--- src/rtl/led_col_scanner.sv ---
// led_col_scanner: self-timed active-low column scan with dwell, strobe and frame pulses (optional blanking via LED_COL_SCAN_BLANK_EN)
module led_col_scanner #(
  parameter int NUM_COLS = 5,
  parameter int DWELL = 1000,
  parameter int BLANK = 1,
  localparam int IDX_W = (NUM_COLS > 2) ? $clog2(NUM_COLS) : 1,
  localparam int CNT_W = (DWELL > 2) ? $clog2(DWELL) : 1
) (
  input  logic                clk,
  input  logic                rst,
  input  logic                en,
  input  logic                sync,
  output logic [NUM_COLS-1:0] col_n,
  output logic [IDX_W-1:0]    col_idx,
  output logic                col_strobe,
  output logic                frame_done
);
`ifdef LED_COL_SCAN_BLANK_EN
  localparam bit BLANK_EN = 1'b1;
`else
  localparam bit BLANK_EN = 1'b0;
`endif
  localparam int BL = BLANK_EN ? BLANK : 0;
  logic [CNT_W-1:0] dwell_cnt;
  logic blank, cnt_last, col_last;
  // blanking window, end-of-column and last-column decode of the pre-edge state
  always_comb begin
    blank = int'(dwell_cnt) < BL;
    cnt_last = dwell_cnt == CNT_W'(DWELL - 1);
    col_last = col_idx == IDX_W'(NUM_COLS - 1);
  end
  // scan state and registered column drive, strobe and frame pulses
  always_ff @(posedge clk) begin
    if (rst || sync) begin
      dwell_cnt <= '0;
      col_idx <= '0;
      col_n <= '1;
      col_strobe <= 1'b0;
      frame_done <= 1'b0;
    end else if (en) begin
      col_n <= blank ? '1 : ~(NUM_COLS'(1) << col_idx);
      col_strobe <= dwell_cnt == '0;
      frame_done <= cnt_last && col_last;
      dwell_cnt <= cnt_last ? '0 : dwell_cnt + CNT_W'(1);
      col_idx <= !cnt_last ? col_idx : col_last ? '0 : col_idx + IDX_W'(1);
    end else begin
      col_n <= '1;
      col_strobe <= 1'b0;
      frame_done <= 1'b0;
    end
  end
endmodule

--- config.mk ---
export PLATFORM = sky130hd
export DESIGN_NAME = led_col_scanner
export DESIGN_NICKNAME = d
export VERILOG_FILES = /design/src/rtl/led_col_scanner.sv
export SDC_FILE = /design/constraint.sdc
export NUM_CORES = 1
export LEC_CHECK = 0
export ABC_CLOCK_PERIOD_IN_PS = 2650
export CORE_MARGIN = 1.5
export CORE_UTILIZATION = 45
export DETAILED_ROUTE_END_ITERATION = 12
export PLACE_DENSITY = 0.69
export SLEW_MARGIN = 20
export SYNTH_ARGS = -nofsm -noshare
export SYNTH_HDL_FRONTEND = slang
export SYNTH_SLANG_ARGS = --single-unit
--- constraint.sdc ---
create_clock -name clk -period 2.65 [get_ports clk]
set_clock_uncertainty 0.05 [all_clocks]
set_input_delay 0.265 -clock clk [delete_from_list [all_inputs] [get_ports clk]]
set_output_delay 0.265 -clock clk [all_outputs]
set_load 0.005 [all_outputs]
==> results.yml <==
routing:
  viasPerCell: 4.986
  first_pass_iters: 4
  wl_um: 1522
  ant_nets: 0
  vias: 698
  drc: 0
  wl_per_cell_um: 10.87
  drt_iter0_drc: 10
synthesis:
  synth_cell_type_count: 25
  synth.most_common_cell: "dfxtp_1"
  netlist_area_um2: 912.1
  yosys-top-cells-area: "dfxtp_1 44%, ha_1 9.6%, nor2_1 6.6%, nand2_1 5.8%, xnor2_1 4.8%"
  ys_ff_latch: 20
  synth-edff-count: 0
  synth_ff_type: "dfxtp_1"
  syn-mean-instance-area_um2: 9.121
  syn_inst: 100
  ys_warn_count: 0
  ys_seq_area_frac: 0.4390
  ys_top_cells_by_count: "20 x dfxtp_1, 16 x nor2_1, 14 x nand2_1"
  async_flop_share: 0
  netlist.area_leader.share: 0.4390
  synth.largest_area_cell: "dfxtp_1"
  synth_nets: 111
setup_path:
  critPathTopFamily: "buffers and inverters"
  path_class: "reg -> out"
  cp_num_buf_inv: 1
  crit_chain: "clkdlybuf4s50_1"
  crit_path_top_delay_cell: "clkdlybuf4s50_1"
  crit_fanout: 8
  ff2ff_setup_slack_ns: 1.08
  crit_path_start_kind: "flop"
  arrival_ns: 1.30
  endpoint_kind: "primary output"
  crit_required_ns: 2.34
  cp_slowest_stage_delay_ns: 0.54
global_routing:
  antenna_found_initial: 0
  overflow: 0
  grt_pass1_wl_um: 2484
  first_global_vias: 572
  grt_max_degree: 11
  track_usage: 0.1551
floorplan:
  core.rowCount: 16
  fp.dieW_um: 48.02
  dieArea_um2: 2306
  core_um2: 1942
  fp.dieH_um: 48.02
  initial_core_util: 0.4697
  ios: 14
timing:
  finalSetupViolations: 0
  worst_pin_slew_ns: 0.5860
  min_period_over_period: 0.6090
  timing.fmax_mhz: 619.7
  rsz0062_at_grt: "no"
  drv_slew: 0
  finalHoldViolCount: 0
  period_needed_ns: 1.614
  final.setup.tns_ns: 0
  hold_slack_ns: 0.4624
  slew_headroom: 0.6057
clock_tree:
  clk_pin_slew_worst_paths_ns: 0.10
  cts_buffer_depth: 2
  cts_setup_buffers: 0
  cts_tree: "built"
  root_buffer: "clkbuf_4"
  cts-buffers-inserted: 3
  htree_levels: 1
  cts.sinks: 20
  holdBufCountCts: 0
  cts_resized: 0
  clk-insertion-delay-late_ns: 0.30
power:
  cellLeakagePower_nw: 0.3567
  p_per_area_nw_per_um2: 433.3
  vdd_drop_max_mv: 0.3349
cells_and_area:
  finalNonFillerCells: 140
  fin_util: 0.5528
  fillers: 196
  multi_input_area_um2: 467.9
  drive_above_1_share: 0.07080
  fin_nets: 126
  area_growth_pct: 17.70
  seq_area_um2: 400.4
  diodes: 0
job:
  maxCapViolCount: 0
worst_hold_path:
  hold_class: "reg -> reg"
placement:
  io_buffer_count: 13
  dp_cells: 137
  hpwl_um: 1151
  globalplace.congestion: 0.7688
status:
  status: "completed"
-- metal layers --
| layer | up-vias | track usage | wire (um) | share of wire |
|---|---|---|---|---|
| met5 | - | 0 | 0 | 0 |
| met4 | 0 | 0.04865 | 19 | 0.012 |
| met3 | 2 | 0.03396 | 53 | 0.035 |
| met2 | 13 | 0.2107 | 716 | 0.47 |
| met1 | 317 | 0.2403 | 732 | 0.48 |
| li1 | 366 | - | - | - |
-- state kept, by name, indices dropped and copies added (netlist names) --
signal and count:
dwell_cnt 10, col_n 5, col_idx 3, col_strobe 1, frame_done 1
-- cells by family after synthesis --
logic type | count (synthesis) | share of synthesized area
flip-flops | 20 | 0.4390
buffers and inverters | 8 | 0.04801
adder cells (fa/ha/maj) | 7 | 0.09602
AO/OA/AOI/OAI | 7 | 0.05487
AND/OR/NAND/NOR | 49 | 0.2757
XOR/XNOR | 9 | 0.08641
-- cell type report --
| cell class | count | area share |
|---|---|---|
| multi-input cells | 72 | 0.4359 |
| flip-flops and latches | 20 | 0.3730 |
| repair buffers | 13 | 0.1212 |
| well taps | 27 | 0.03147 |
| clock buffers | 3 | 0.02098 |
| inverters | 5 | 0.01748 |
-- worst paths after layout --
path | from | to | depth (start not counted)
hold / removal | dwell_cnt[1] | dwell_cnt[1] | 2
hold reg to reg | dwell_cnt[1] | dwell_cnt[1] | 2
setup reg to reg | dwell_cnt[0] | col_idx[0] | 5
setup / recovery | col_idx[2] | col_idx[2] | 1
-- power breakdown --
part	total (mW)	leakage, nW	switching [mW]	internal, mW
registers	0.304	0.162	0.00142	0.303
logic	0.0213	0.181	0.0103	0.0109
clock network	0.140	0.0138	0.0868	0.0530
total	0.465	0.357	0.0985	0.367
-- worst register-to-register path, cell delays in order, from the launching register on --
cell	delay [ns]
dfxtp_1	0.40
ha_1	0.27
and3_4	0.24
nand4_4	0.13
a211o_1	0.31
a21oi_2	0.13
-- layout by cell type (no fill, tap or decap), types with 2 or more instances in the layout --
master and n:
dfxtp_1 20, nor2_1 16, nand2_1 14, clkdlybuf4s50_1 13, ha_1 7, nand4_1 6
inv_1 5, xnor2_1 5, xor2_1 4, nand3_1 3, a21oi_1 3, clkbuf_4 3
nor4_1 2, a211o_1 2
-- stage by stage --
stage	setup WS [ns]	area (um2)	total power, mW
6_report	1.036	1074	0.4651
5_1_grt	0.9443	1074	0.4868
4_1_cts	1.018	1074	0.4730
3_5_place_dp	0.7544	1051	0.3323
3_3_place_gp	0.7933	1051	0.3323
2_1_floorplan	1.208	912.1	0.3247
No activity file was read; power rests on OpenSTA's default activity.
